## src/rtl/billiard_pkg.sv

```systemverilog
// Shared types for the billiard collision arbiter: FSM states, hit kinds,
// velocity container and the per-ball event priority function.
package billiard_pkg;

    localparam int VEL_W_DEFAULT = 11;
    localparam int HOLD_W        = 4;

    typedef enum logic [1:0] {
        ST_COLLECT = 2'd0,
        ST_RESOLVE = 2'd1,
        ST_ISSUE   = 2'd2
    } arb_state_t;

    typedef enum logic [1:0] {
        HIT_NONE   = 2'd0,
        HIT_BORDER = 2'd1,
        HIT_BALL   = 2'd2,
        HIT_HOLE   = 2'd3
    } hit_kind_t;

    typedef logic signed [VEL_W_DEFAULT-1:0] vel_t;

    // Pocketing wins over any bounce; ball contact wins over a cushion.
    function automatic hit_kind_t pick_kind(input logic hole, input logic ball,
                                            input logic border);
        hit_kind_t k;
        if (hole)        k = HIT_HOLE;
        else if (ball)   k = HIT_BALL;
        else if (border) k = HIT_BORDER;
        else             k = HIT_NONE;
        return k;
    endfunction

endpackage

```

## src/rtl/hit_event_latch.sv

```systemverilog
// Per-ball first-event latches (border, ball contact, hole) plus the
// holdoff counter that suppresses repeated bounce events after an update.
module hit_event_latch
    import billiard_pkg::*;
#(
    parameter int HOLDOFF_FRAMES = 4,
    parameter int VEL_W          = VEL_W_DEFAULT
) (
    input  logic                    clk,
    input  logic                    resetN,
    input  logic                    capture,
    input  logic                    sof,
    input  logic                    clear,
    input  logic                    loadHoldoff,
    input  logic                    borderCol,
    input  logic signed [VEL_W-1:0] borderVelX,
    input  logic signed [VEL_W-1:0] borderVelY,
    input  logic                    ballCol,
    input  logic signed [VEL_W-1:0] ballVelX,
    input  logic signed [VEL_W-1:0] ballVelY,
    input  logic                    holeHit,
    output hit_kind_t               kind,
    output logic signed [VEL_W-1:0] velX,
    output logic signed [VEL_W-1:0] velY
);

    localparam logic [HOLD_W-1:0] HOLD_INIT = HOLD_W'(HOLDOFF_FRAMES);

    logic                    borderSeen, ballSeen, holeSeen;
    logic signed [VEL_W-1:0] borderX, borderY, ballX, ballY;
    logic [HOLD_W-1:0]       holdCnt;
    logic                    eligible;

    assign eligible = (holdCnt == '0);

    always_ff @(posedge clk or negedge resetN) begin
        if (!resetN) begin
            borderSeen <= 1'b0;
            ballSeen   <= 1'b0;
            holeSeen   <= 1'b0;
            borderX    <= '0;
            borderY    <= '0;
            ballX      <= '0;
            ballY      <= '0;
        end else if (clear) begin
            borderSeen <= 1'b0;
            ballSeen   <= 1'b0;
            holeSeen   <= 1'b0;
        end else if (capture) begin
            // Only the first qualifying event of each kind in a frame sticks.
            if (holeHit) holeSeen <= 1'b1;
            if (eligible && borderCol && !borderSeen) begin
                borderSeen <= 1'b1;
                borderX    <= borderVelX;
                borderY    <= borderVelY;
            end
            if (eligible && ballCol && !ballSeen) begin
                ballSeen <= 1'b1;
                ballX    <= ballVelX;
                ballY    <= ballVelY;
            end
        end
    end

    always_ff @(posedge clk or negedge resetN) begin
        if (!resetN) begin
            holdCnt <= '0;
        end else if (loadHoldoff) begin
            holdCnt <= HOLD_INIT;
        end else if (sof && holdCnt != '0) begin
            holdCnt <= holdCnt - 1'b1;
        end
    end

    always_comb begin
        kind = pick_kind(holeSeen, ballSeen, borderSeen);
        velX = borderX;
        velY = borderY;
        if (kind == HIT_BALL) begin
            velX = ballX;
            velY = ballY;
        end
    end

endmodule

```

## src/rtl/hit_arbiter.sv

```systemverilog
// Frame-based collision arbiter: collects ball events, resolves priority and
// issues velocity loads. Optional hit counters under HIT_ARBITER_STATS_EN.
module hit_arbiter
    import billiard_pkg::*;
#(
    parameter int HOLDOFF_FRAMES = 4,
    parameter int VEL_W          = VEL_W_DEFAULT
) (
    input  logic                    clk,
    input  logic                    resetN,
    input  logic                    startOfFrame,
    input  logic                    whiteBorderCol,
    input  logic                    redBorderCol,
    input  logic signed [VEL_W-1:0] whiteBorderVelX,
    input  logic signed [VEL_W-1:0] whiteBorderVelY,
    input  logic signed [VEL_W-1:0] redBorderVelX,
    input  logic signed [VEL_W-1:0] redBorderVelY,
    input  logic                    ballToBallCol,
    input  logic signed [VEL_W-1:0] ballColWhiteVelX,
    input  logic signed [VEL_W-1:0] ballColWhiteVelY,
    input  logic signed [VEL_W-1:0] ballColRedVelX,
    input  logic signed [VEL_W-1:0] ballColRedVelY,
    input  logic                    whiteHoleHit,
    input  logic                    redHoleHit,
    output logic signed [VEL_W-1:0] whiteVelXOut,
    output logic signed [VEL_W-1:0] whiteVelYOut,
    output logic signed [VEL_W-1:0] redVelXOut,
    output logic signed [VEL_W-1:0] redVelYOut,
    output logic                    whiteVelUpdate,
    output logic                    redVelUpdate,
    output logic                    whitePocketed,
    output logic                    redPocketed,
    output logic                    busy,
    output arb_state_t              dbgState
`ifdef HIT_ARBITER_STATS_EN
    ,
    output logic [15:0]             whiteHitCount,
    output logic [15:0]             redHitCount
`endif
);

    arb_state_t              state, stateNext;
    hit_kind_t               whiteKind, redKind, whiteKindQ, redKindQ;
    logic signed [VEL_W-1:0] whiteVelX, whiteVelY, redVelX, redVelY;
    logic signed [VEL_W-1:0] whiteVelXQ, whiteVelYQ, redVelXQ, redVelYQ;
    logic                    collect, issue, ballChosen, whiteLoad, redLoad;

    always_ff @(posedge clk or negedge resetN) begin
        if (!resetN) state <= ST_COLLECT;
        else         state <= stateNext;
    end

    always_comb begin
        stateNext = state;
        case (state)
            ST_COLLECT: if (startOfFrame) stateNext = ST_RESOLVE;
            ST_RESOLVE: stateNext = ST_ISSUE;
            ST_ISSUE:   stateNext = ST_COLLECT;
            default:    stateNext = ST_COLLECT;
        endcase
    end

    assign collect  = (state == ST_COLLECT);
    assign issue    = (state == ST_ISSUE);
    assign busy     = !collect;
    assign dbgState = state;

    // A ball-to-ball update puts both balls into holdoff, even one that
    // was itself ineligible for the contact this frame.
    assign ballChosen = (whiteKindQ == HIT_BALL) || (redKindQ == HIT_BALL);
    assign whiteLoad  = issue && ((whiteKindQ != HIT_NONE) || ballChosen);
    assign redLoad    = issue && ((redKindQ != HIT_NONE) || ballChosen);

    always_ff @(posedge clk or negedge resetN) begin
        if (!resetN) begin
            whiteKindQ <= HIT_NONE;
            redKindQ   <= HIT_NONE;
            whiteVelXQ <= '0;
            whiteVelYQ <= '0;
            redVelXQ   <= '0;
            redVelYQ   <= '0;
        end else if (state == ST_RESOLVE) begin
            whiteKindQ <= whiteKind;
            redKindQ   <= redKind;
            whiteVelXQ <= whiteVelX;
            whiteVelYQ <= whiteVelY;
            redVelXQ   <= redVelX;
            redVelYQ   <= redVelY;
        end
    end

    hit_event_latch #(.HOLDOFF_FRAMES(HOLDOFF_FRAMES), .VEL_W(VEL_W)) u_white (
        .clk         (clk),
        .resetN      (resetN),
        .capture     (collect),
        .sof         (startOfFrame),
        .clear       (issue),
        .loadHoldoff (whiteLoad),
        .borderCol   (whiteBorderCol),
        .borderVelX  (whiteBorderVelX),
        .borderVelY  (whiteBorderVelY),
        .ballCol     (ballToBallCol),
        .ballVelX    (ballColWhiteVelX),
        .ballVelY    (ballColWhiteVelY),
        .holeHit     (whiteHoleHit),
        .kind        (whiteKind),
        .velX        (whiteVelX),
        .velY        (whiteVelY)
    );

    hit_event_latch #(.HOLDOFF_FRAMES(HOLDOFF_FRAMES), .VEL_W(VEL_W)) u_red (
        .clk         (clk),
        .resetN      (resetN),
        .capture     (collect),
        .sof         (startOfFrame),
        .clear       (issue),
        .loadHoldoff (redLoad),
        .borderCol   (redBorderCol),
        .borderVelX  (redBorderVelX),
        .borderVelY  (redBorderVelY),
        .ballCol     (ballToBallCol),
        .ballVelX    (ballColRedVelX),
        .ballVelY    (ballColRedVelY),
        .holeHit     (redHoleHit),
        .kind        (redKind),
        .velX        (redVelX),
        .velY        (redVelY)
    );

    // Outputs are decoded from registered state so reset zeroes them at once.
    always_comb begin
        whiteVelXOut   = '0;
        whiteVelYOut   = '0;
        redVelXOut     = '0;
        redVelYOut     = '0;
        whiteVelUpdate = 1'b0;
        redVelUpdate   = 1'b0;
        whitePocketed  = 1'b0;
        redPocketed    = 1'b0;
        if (issue) begin
            whiteVelUpdate = (whiteKindQ != HIT_NONE);
            redVelUpdate   = (redKindQ != HIT_NONE);
            whitePocketed  = (whiteKindQ == HIT_HOLE);
            redPocketed    = (redKindQ == HIT_HOLE);
            if (whiteKindQ == HIT_BORDER || whiteKindQ == HIT_BALL) begin
                whiteVelXOut = whiteVelXQ;
                whiteVelYOut = whiteVelYQ;
            end
            if (redKindQ == HIT_BORDER || redKindQ == HIT_BALL) begin
                redVelXOut = redVelXQ;
                redVelYOut = redVelYQ;
            end
        end
    end

`ifdef HIT_ARBITER_STATS_EN
    always_ff @(posedge clk or negedge resetN) begin
        if (!resetN) begin
            whiteHitCount <= '0;
            redHitCount   <= '0;
        end else if (issue) begin
            if ((whiteKindQ == HIT_BORDER || whiteKindQ == HIT_BALL) &&
                whiteHitCount != 16'hFFFF)
                whiteHitCount <= whiteHitCount + 16'd1;
            if ((redKindQ == HIT_BORDER || redKindQ == HIT_BALL) &&
                redHitCount != 16'hFFFF)
                redHitCount <= redHitCount + 16'd1;
        end
    end
`endif

endmodule

```

## config.mk

```make
export PLATFORM = sky130hd
export DESIGN_NAME = hit_arbiter
export DESIGN_NICKNAME = d
export VERILOG_FILES = /design/src/rtl/billiard_pkg.sv /design/src/rtl/hit_event_latch.sv /design/src/rtl/hit_arbiter.sv
export SDC_FILE = /design/constraint.sdc
export NUM_CORES = 1
export LEC_CHECK = 0
export ABC_AREA = 1
export BUFFER_PORTS_ARGS = -buffer_cell sky130_fd_sc_hd__clkbuf_2
export CORE_MARGIN = 2
export CORE_UTILIZATION = 55
export DETAILED_ROUTE_END_ITERATION = 6
export PLACE_DENSITY = 0.8
export RECOVER_POWER = 50
export SKIP_CTS_REPAIR_TIMING = 1
export SYNTH_ARGS = -nofsm -noshare
export SYNTH_HDL_FRONTEND = slang
export SYNTH_SLANG_ARGS = --single-unit
```

## constraint.sdc

```tcl
create_clock -name clk -period 1.49 [get_ports clk]
set_input_delay 0.0745 -clock clk [delete_from_list [all_inputs] [get_ports clk]]
set_output_delay 0.0745 -clock clk [all_outputs]
set_load 0.005 [all_outputs]
```

==> metrics.csv, run 1 <==
stage;metric;value;unit
power_and_ir_drop;VDD IR max;1190;uV
cells_and_area;Layout area overhead;43.0;%
route;Via density;5.59;
route;final WL;24200;microns
route;First DRT Iteration DRCs;884;
run_status;failing checks;setup timing;
sta;Fin Clk Skew;8.32;ps
clock_tree;Num CTS Buffers;17;
grt;initial antenna violation count;0;
sta;max-slew violations;0;
worst_setup_path;CP max stage cell;dfrtp_1;
worst_setup_path;crit path DAT;1760;ps
worst_setup_path;crit path kind;register to output pin;
synth;area leader, netlist;dfrtp_1;
cells_and_area;layout cells sized above 1;0.247;
placed_design;HPWL after DPL;12300;microns
clock_tree;H-Tree Depth;4;
worst_setup_path;CP max FO;9;
worst_setup_path;Crit path largest cell delay;370;ps
power_and_ir_drop;P_leak;0.00551;uW
synth;syn_area_per_cell;7.73;sq um
cells_and_area;Non-Filler Instances;1379;
synth;ys async rst share;1.00;
grt;first-pass GRT wire length;29700;microns
sta;Fmax;0.546;GHz
synth;post-synth top area share;0.523;
synth;Post-Syn Nets;1045;
clock_tree;CTS tree;done;
grt;vias in the first global route;6082;
clock_tree;Worst-path clk slew;60;ps
die;Die W;119;microns
worst_setup_path;CP cell instances;inv_1, ha_4, buf_6, nand2_1, nor2_1, buf_2;
placed_design;I/O Buffers;146;
worst_setup_path;CP delay by family, top;buffers and inverters;
synth;Synth Cell Area;0.00727;sq mm
grt;GRT Total Usage;0.268;
route;Routed Antenna Nets;0;
cells_and_area;# diodes;0;
die;core box area;0.0131;sq mm
grt;largest net degree at the start of global routing;50;
route;Pre-antenna DRT Iters;6;
clock_tree;Max clock buf depth;2;
power_and_ir_drop;total design power;19900;uW
route;via count;7702;
worst_setup_path;r2r setup slk;-150;ps
sta;Hold Violations, Final;0;
placed_design;routability congestion estimate;0.816;
clock_tree;clk_lat worst skew;430;ps
synth;Commonest cells post-synth;290 x nand2_1, 152 x dfrtp_1, 109 x inv_1;
synth;top-count cell post-synth;nand2_1;
route;WL per Instance;17.6;microns
die;die area;0.0142;sq mm
min_path;HP Class;primary input to register;
sta;fin crit share;1.23;
placed_design;Inst Count DP;1239;
worst_setup_path;Crit path buffers/inverters;3;
sta;fin worst setup slack;-342;ps
sta;final worst path period need;1830;ps
worst_setup_path;CP Capture Type;output pin;
synth;Seq/Total Area, Yosys;0.523;
sta;Setup-failing EPs final;78;
synth;Most used DFF post-synth;dfrtp_1;
run;Max Cap Viol;0;
synth;Gate Count Post-Synth;941;
die;DIE HEIGHT;119;microns
sta;RSZ-0062 raised after global routing;yes;
sta;Min Hold Slack;19.2;ps
route;remaining routing DRC violations;0;
synth;ranking of synthesized cells by area;dfrtp_1 52%, nand2_1 15%, nand3_1 6.7%, inv_1 5.6%, nor2_1 5.3%;
worst_setup_path;crit start category;register;
die;Rows;42;
die;starting density of the core;0.556;
worst_setup_path;required time of the critical path;1420;ps
synth;synth warn;0;
clock_tree;clk root buf;clkbuf_16;
synth;Yosys cell types;21;
cells_and_area;NumNets Final;1294;
clock_tree;clock sink count;152;
die;top-level I/O count;147;
sta;Rel. slew slack;0.178;
power_and_ir_drop;PD cells;1910;mW/mm^2
grt;total gr overflow;0;
synth;Post-synth EDFFs;0;
synth;#FFs+latches synth;152;
sta;worst slew pin tran;1230;ps
run_status;status;finished with violations;
[where the power goes]
part | total (uW) | internal [uW] | leakage [uW] | switching [uW]
sequential | 7300 | 6080 | 0.00178 | 1220
combinational | 8160 | 3290 | 0.00344 | 4870
clock | 4450 | 2720 | 0.000293 | 1730
[final timing paths]
kind	startpoint	to	cells past startpoint
min	startOfFrame	dbgState[0]	3
max	whiteKindQ[0]	whiteVelXOut[4]	6
min in group asynchronous	resetN	u_red.ballY[5]	2
min reg2reg	u_red.ballX[0]	u_red.ballX[0]	2
max in group asynchronous	resetN	redVelYQ[4]	3
max reg2reg	dbgState[1]	u_white.ballX[2]	8
[stage by stage]
stage                     area, sq um  setup TNS (ps)  setup WS (ps)   util
after detailed placement         8340           -4.80          -4.80  0.637
after floorplan                  7270               0            155      -
after CTS                        8940          -13680           -344  0.683
after global placement           8340               0           78.4  0.637
final                           10400          -14970           -342  0.795
after global routing            10400          -25350           -369  0.795
[layer usage]
metal	track usage	up-vias	share of wire	wire length, microns
met2	0.413	500	0.49	11800
met3	0.0484	109	0.079	1910
met5	0	-	0	0
met1	0.387	3622	0.39	9400
met4	0.0908	0	0.045	1090
li1	-	3471	-	-
[kinds of logic (layout without fill, tap and decap cells)]
| kind of cell | after synthesis | after routing | synth area share |
|---|---|---|---|
| flops | 152 | 152 | 0.523 |
| simple gates | 546 | 546 | 0.323 |
| compound gates | 64 | 64 | 0.0449 |
| buf+inv | 171 | 433 | 0.0951 |
| fa+ha+maj | 8 | 8 | 0.0138 |
[worst min-delay path, stage by stage]
cell and delay (ps):
clkbuf_2 130, inv_1 150, nor2_1 60
[final cells by class]
class / instances / area [sq um]
multi-input combinational: 618 / 3040
clock buffer: 21 / 460
fill: 744 / 2690
clock inverter: 11 / 146
inverter: 115 / 439
tap: 176 / 220
sequential: 152 / 3800
timing repair buffer: 286 / 2290
[placed cells by master, fill, tap and decap left out, types with 3 or more instances in the layout]
cell           count
nand2_1          258
dfrtp_1          151
clkbuf_2         105
inv_1            102
nand3_1           98
dlygate4sd3_1     91
nor2_1            89
a21oi_1           47
nand4_1           46
buf_2             40
clkbuf_16         23
buf_4             23
nand2_2           22
nand2_4           12
inv_2             11
o21ai_0           11
buf_12            10
buf_6              9
nor2_2             8
nor2_4             7
ha_4               4
ha_1               4
clkinv_4           3
nand3b_1           3
bufinv_16          3
clkinv_2           3
No activity file was read; power rests on OpenSTA's default activity.
==> run 2, diff against run 1 <==
CORE_UTILIZATION = 50   (was 55)
PLACE_DENSITY = 0.77   (was 0.8)
clock period = 1.5 ns   (was 1.49 ns; I/O delays follow)
==> run 2 against run 1 <==
- the flow finishes with violations (hold timing, setup timing)
- global-route usage decreased by 2.9 points
- sequential power decreased by 2%
- sequential share of layout area increased by 0.36 points
- total power decreased by 4.8%
- register-to-register slack improved by 190 ps
- cell count increased by 1.1%
- first-iteration DRC count decreased by 16%
- clock skew decreased by 2.0 ps
- critical endpoint unchanged
==> metrics.csv, run 2 (synthesis results as in run 1) <==
stage;metric;value;unit;change
run_status;status;finished with violations;;
run_status;failing checks;hold timing, setup timing;;
cells_and_area;Util after Layout;0.716;;-0.0783
route;Routed Antenna Nets;0;;unchanged
die;die area;0.0155;sq mm;+9.7%
sta;fin worst setup slack;-243;ps;+98.8 ps
power_and_ir_drop;power share of the combinational group;0.397;;-0.013
sta;RSZ-0062 raised after global routing;yes;;
clock_tree;Num CTS Buffers;17;;unchanged
cells_and_area;NumNets Final;1300;;+0.46%
power_and_ir_drop;VDD IR max;1050;uV;-12%
die;top-level I/O count;147;;unchanged
power_and_ir_drop;switch share;0.386;;-0.00625
sta;Fmax;0.574;GHz;
worst_setup_path;crit path DAT;1670;ps;-90 ps
route;via count;7396;;-4.0%
worst_setup_path;Crit path largest cell delay;390;ps;+20 ps
power_and_ir_drop;NetSw;7320;uW;-6.4%
sta;Min Hold Slack;-13.7;ps;-32.9 ps
placed_design;HPWL after DPL;12600;microns;+2.7%
placed_design;routability congestion estimate;0.886;;+8.6%
clock_tree;clock sink count;152;;unchanged
sta;worst slew pin tran;1080;ps;-154 ps
placed_design;I/O Buffers;146;;unchanged
grt;largest net degree at the start of global routing;48;;-4.0%
worst_setup_path;CP max FO;7;;-2
clock_tree;Max clock buf depth;2;;unchanged
grt;first-pass GRT wire length;29800;microns;+0.23%
grt;total gr overflow;0;;unchanged
sta;Rel. slew slack;0.281;;+0.103
route;final WL;22300;microns;-7.8%
die;starting density of the core;0.506;;-0.0497
worst_setup_path;crit start category;register;;
route;WL per Instance;16.0;microns;-8.8%
power_and_ir_drop;Sequential Power Share;0.376;;+0.010
clock_tree;clk_lat worst skew;420;ps;about the same
min_path;worst hold start;startOfFrame;;
sta;fin crit share;1.16;;
sta;Fin Clk Skew;6.31;ps;-2.01 ps
power_and_ir_drop;P_leak;0.00548;uW;-0.62%
worst_setup_path;r2r startpoint;u_white.holdCnt[1];;
clock_tree;CTS tree;done;;
cells_and_area;layout cells sized above 1;0.237;;-0.0103
die;Die W;125;microns;+4.7%
worst_setup_path;r2r setup slk;40;ps;+190 ps
placed_design;post-place setup slack;84.0;ps;+88.8 ps
worst_setup_path;required time of the critical path;1420;ps;about the same
sta;final worst path period need;1740;ps;
placed_design;Inst Count DP;1252;;+1.0%
power_and_ir_drop;internal power;11600;uW;-3.9%
route;Pre-antenna DRT Iters;5;;-1
die;Rows;44;;+4.8%
route;First DRT Iteration DRCs;743;;-16%
clock_tree;H-Tree Depth;4;;unchanged
grt;vias in the first global route;6066;;-0.26%
cells_and_area;Non-Filler Instances;1394;;+1.1%
grt;GRT Total Usage;0.239;;-0.0294
route;remaining routing DRC violations;0;;unchanged
cells_and_area;commonest non-fill, non-tap cell in the layout;nand2_1;;
power_and_ir_drop;clock power share;0.227;;+0.004
cells_and_area;most frequent cells in the layout;278 x nand2_1, 152 x dfrtp_1, 109 x clkbuf_2;;
sta;Setup-failing EPs final;48;;-38%
worst_setup_path;CP cell instances;inv_2, ha_4, buf_6, nand2_2, nor2_1, buf_2;;
worst_setup_path;CP Capture Type;output pin;;
worst_setup_path;CP max stage cell;dfrtp_1;;
power_and_ir_drop;PD cells;1840;mW/mm^2;-3.9%
route;Via density;5.31;;-5.0%
power_and_ir_drop;total design power;18900;uW;-4.8%
cells_and_area;Layout area overhead;41.5;%;
worst_setup_path;crit path launch;whiteKindQ[0];;
sta;Hold Violations, Final;1;;+1
die;DIE HEIGHT;125;microns;+4.7%
run;Max Cap Viol;0;;unchanged
grt;initial antenna violation count;1;;+1
sta;max-slew violations;0;;unchanged
clock_tree;Worst-path clk slew;60;ps;about the same
worst_setup_path;crit path kind;register to output pin;;
die;core box area;0.0144;sq mm;+9.8%
min_path;HP Class;primary input to register;;
clock_tree;clk root buf;clkbuf_16;;
run 2: final timing paths:
check	to	cells after the start
max	whiteVelXOut[4]	6
min	u_white.holdCnt[2]	4
max reg2reg	u_white.borderY[2]	8
min reg2reg	u_red.ballY[6]	2
max in group asynchronous	redVelYQ[7]	3
min in group asynchronous	u_red.ballY[3]	2
run 2: routing by layer:
metal,wire length (microns),GRT usage,up-vias
li1,-,-,3470
met1,9560,0.351,3469
met2,10400,0.354,374
met3,1570,0.0460,83
met4,840,0.0886,0
met5,0,0,-
run 2: layout make-up:
class / instances / area, sq um
inverter: 115 / 442
clock inverter: 13 / 143
fill: 1018 / 4070
multi-input combinational: 618 / 2930
sequential: 152 / 3800
clock buffer: 19 / 453
tap: 184 / 230
antenna: 1 / 2.50
timing repair buffer: 292 / 2290
run 2: power by group through the flow:
| stage | combinational [uW] | sequential (uW) | clock (uW) |
|---|---|---|---|
| detailed placement | 6190 | 7040 | 0 |
| global route | 8400 | 7280 | 4520 |
| CTS | 6260 | 6990 | 4310 |
| global placement | 6010 | 6980 | 0 |
| finish | 7530 | 7120 | 4300 |
| floorplan | 4430 | 6740 | 0 |
run 2: stage by stage:
step                hold slack [ps]  TNS (ps)  area [sq um]
floorplan                      -221         0          7270
global placement               21.4         0          8380
detailed placement             22.2         0          8380
CTS                            -422    -12990          8980
global route                   17.8    -11060         10300
finish                        -13.7     -7540         10300
run 2: critical path, delay by kind of cell, from the launching register on:
kind / cells / cell delay, ps
buf+inv: 3 / 360
fa+ha+maj: 1 / 310
simple gates: 2 / 180
flops: 1 / 390
==> run 3, diff against run 2 <==
MAX_ROUTING_LAYER = met4   (was not set)
==> run 3 against run 2 <==
- the flow still finishes with violations (hold timing, setup timing)
- wire length fell by 1.5%
- flip-flop and latch count did not move
- cell count shrank 0.14%
- critical path depth unchanged
- first-iteration DRC count increased by 3.9%
- sequential share of layout area increased by 0.15 points
- die area unchanged
- worst hold slack lost 1.5 ps
- combinational power shrank 0.9%
- register-to-register slack got worse by 20 ps
- critical endpoint is now whiteVelXOut[5]
==> metrics.csv, run 3 (synthesis results as in run 1) <==
stage;metric;value;unit;change
power_and_ir_drop;PD cells;1840;mW/mm^2;about the same
worst_setup_path;crit path DAT;1650;ps;-20 ps
worst_setup_path;crit path kind;register to output pin;;
cells_and_area;NumNets Final;1298;;-0.15%
run;Max Cap Viol;0;;unchanged
route;WL per Instance;15.8;microns;-1.4%
clock_tree;clk_lat worst skew;420;ps;about the same
clock_tree;H-Tree Depth;4;;unchanged
grt;initial antenna violation count;1;;unchanged
sta;fin worst setup slack;-227;ps;+16.1 ps
die;Die W;125;microns;unchanged
worst_setup_path;CP max stage cell;dfrtp_1;;
grt;GRT Total Usage;0.246;;+0.00681
cells_and_area;most frequent cells in the layout;278 x nand2_1, 152 x dfrtp_1, 110 x clkbuf_2;;
grt;grt met2 use;0.353;;-0.00161
placed_design;I/O Buffers;146;;unchanged
clock_tree;Max clock buf depth;2;;unchanged
die;core box area;0.0144;sq mm;unchanged
sta;Min Hold Slack;-15.1;ps;-1.46 ps
clock_tree;CTS tree;done;;
sta;Rel. slew slack;0.278;;-0.00274
grt;Top Usage Layer GRT;met2;;
clock_tree;Num CTS Buffers;17;;unchanged
sta;RSZ-0062 raised after global routing;yes;;
placed_design;HPWL after DPL;12600;microns;unchanged
route;via count;7374;;-0.30%
placed_design;DP Area;0.00838;sq mm;unchanged
power_and_ir_drop;VDD IR max;1080;uV;+3.0%
run_status;failing checks;hold timing, setup timing;;
clock_tree;clk root buf;clkbuf_16;;
die;top-level I/O count;147;;unchanged
cells_and_area;Filler Cell Count;1022;;+0.39%
placed_design;routability congestion estimate;0.901;;+1.7%
die;die area;0.0155;sq mm;unchanged
min_path;HP Class;primary input to register;;
die;starting density of the core;0.506;;unchanged
sta;Setup-failing EPs final;48;;unchanged
route;Routed Antenna Nets;0;;unchanged
sta;final worst path period need;1730;ps;-16.1 ps
cells_and_area;Layout area overhead;41.0;%;
cells_and_area;post-route cell area;0.0103;sq mm;-0.41%
clock_tree;clock sink count;152;;unchanged
sta;Hold Violations, Final;1;;unchanged
route;final WL;22000;microns;-1.5%
sta;max-slew violations;0;;unchanged
route;remaining routing DRC violations;0;;unchanged
die;Rows;44;;unchanged
grt;total gr overflow;0;;unchanged
run_status;status;finished with violations;;
sta;worst slew pin tran;1080;ps;+4.10 ps
grt;met3 usage;0.0460;;unchanged
grt;vias in the first global route;6071;;+0.082%
cells_and_area;Reg area;0.00380;sq mm;unchanged
sta;Fin Clk Skew;7.22;ps;+0.906 ps
clock_tree;Worst-path clk slew;60;ps;about the same
cells_and_area;layout cells sized above 1;0.237;;+0.000392
power_and_ir_drop;P_leak;0.00544;uW;-0.61%
sta;fin crit share;1.15;;-0.0108
route;Via density;5.30;;-0.15%
worst_setup_path;CP max FO;7;;unchanged
grt;first-pass GRT wire length;29800;microns;about the same
grt;met1 usage in global routing;0.353;;+0.00172
cells_and_area;area of the multi-input gates;0.00293;sq mm;about the same
die;DIE HEIGHT;125;microns;unchanged
grt;largest net degree at the start of global routing;48;;unchanged
worst_setup_path;required time of the critical path;1420;ps;about the same
worst_setup_path;CP cell instances;inv_2, ha_4, buf_6, nand2_2, nor2_2, buf_2;;
cells_and_area;commonest non-fill, non-tap cell in the layout;nand2_1;;
worst_setup_path;Crit path largest cell delay;390;ps;about the same
worst_setup_path;crit start category;register;;
sta;Fmax;0.579;GHz;+0.93%
route;First DRT Iteration DRCs;772;;+3.9%
worst_setup_path;CP Capture Type;output pin;;
route;Pre-antenna DRT Iters;6;;+1
==> run 3: path summary, 6_finish.rpt <==
path	from	end	slack, ps	cells past startpoint
min reg2reg	u_white.ballY[5]	u_white.ballY[5]	470	2
max	whiteKindQ[0]	whiteVelXOut[5]	-230	6
max in group asynchronous	resetN	redVelYQ[0]	230	3
min in group asynchronous	resetN	u_red.ballY[5]	380	2
min	startOfFrame	u_white.holdCnt[2]	-20	4
max reg2reg	dbgState[0]	u_white.borderY[1]	20	6
==> run 3: metrics by stage <==
step / setup WS [ps] / power (uW) / std cells / utilization / setup TNS (ps)
finish: -227 / 18900 / 1392 / 0.714 / -7400
CTS: -333 / 17600 / 1284 / 0.625 / -12990
global route: -286 / 20100 / 1392 / 0.714 / -10560
detailed placement: 84.0 / 13200 / 1252 / 0.583 / 0
floorplan: 165 / 11200 / 941 / - / 0
global placement: 126 / 13000 / 1252 / 0.583 / 0
==> run 3: critical path, delay by kind of cell (launching register included) <==
kind                       cells  cell delay, ps
and+or+nand+nor                2             170
buffers and inverters          3             350
DFF                            1             390
adders and majority gates      1             310
==> run 3: cell type report <==
| type | count | area share |
|---|---|---|
| Inverter | 115 | 0.0431 |
| Tap cell | 184 | 0.0225 |
| Multi-Input combinational cell | 618 | 0.285 |
| Clock inverter | 13 | 0.0139 |
| Antenna cell | 1 | 0.000244 |
| Sequential cell | 152 | 0.371 |
| Timing Repair Buffer | 290 | 0.220 |
| Clock buffer | 19 | 0.0442 |
==> run 3: per-layer routing <==
metal	vias up	share of wire	wire length [microns]
met5	-	0	0
met4	0	0.035	759
met3	72	0.077	1700
met2	381	0.47	10400
met1	3450	0.42	9170
li1	3471	-	-
==> run 3: power by group <==
group          switching [uW]  internal [uW]  leakage [uW]  total [uW]
sequential               1080           6030       0.00178        7110
combinational            4440           3020       0.00338        7460
clock                    1750           2550      0.000278        4300
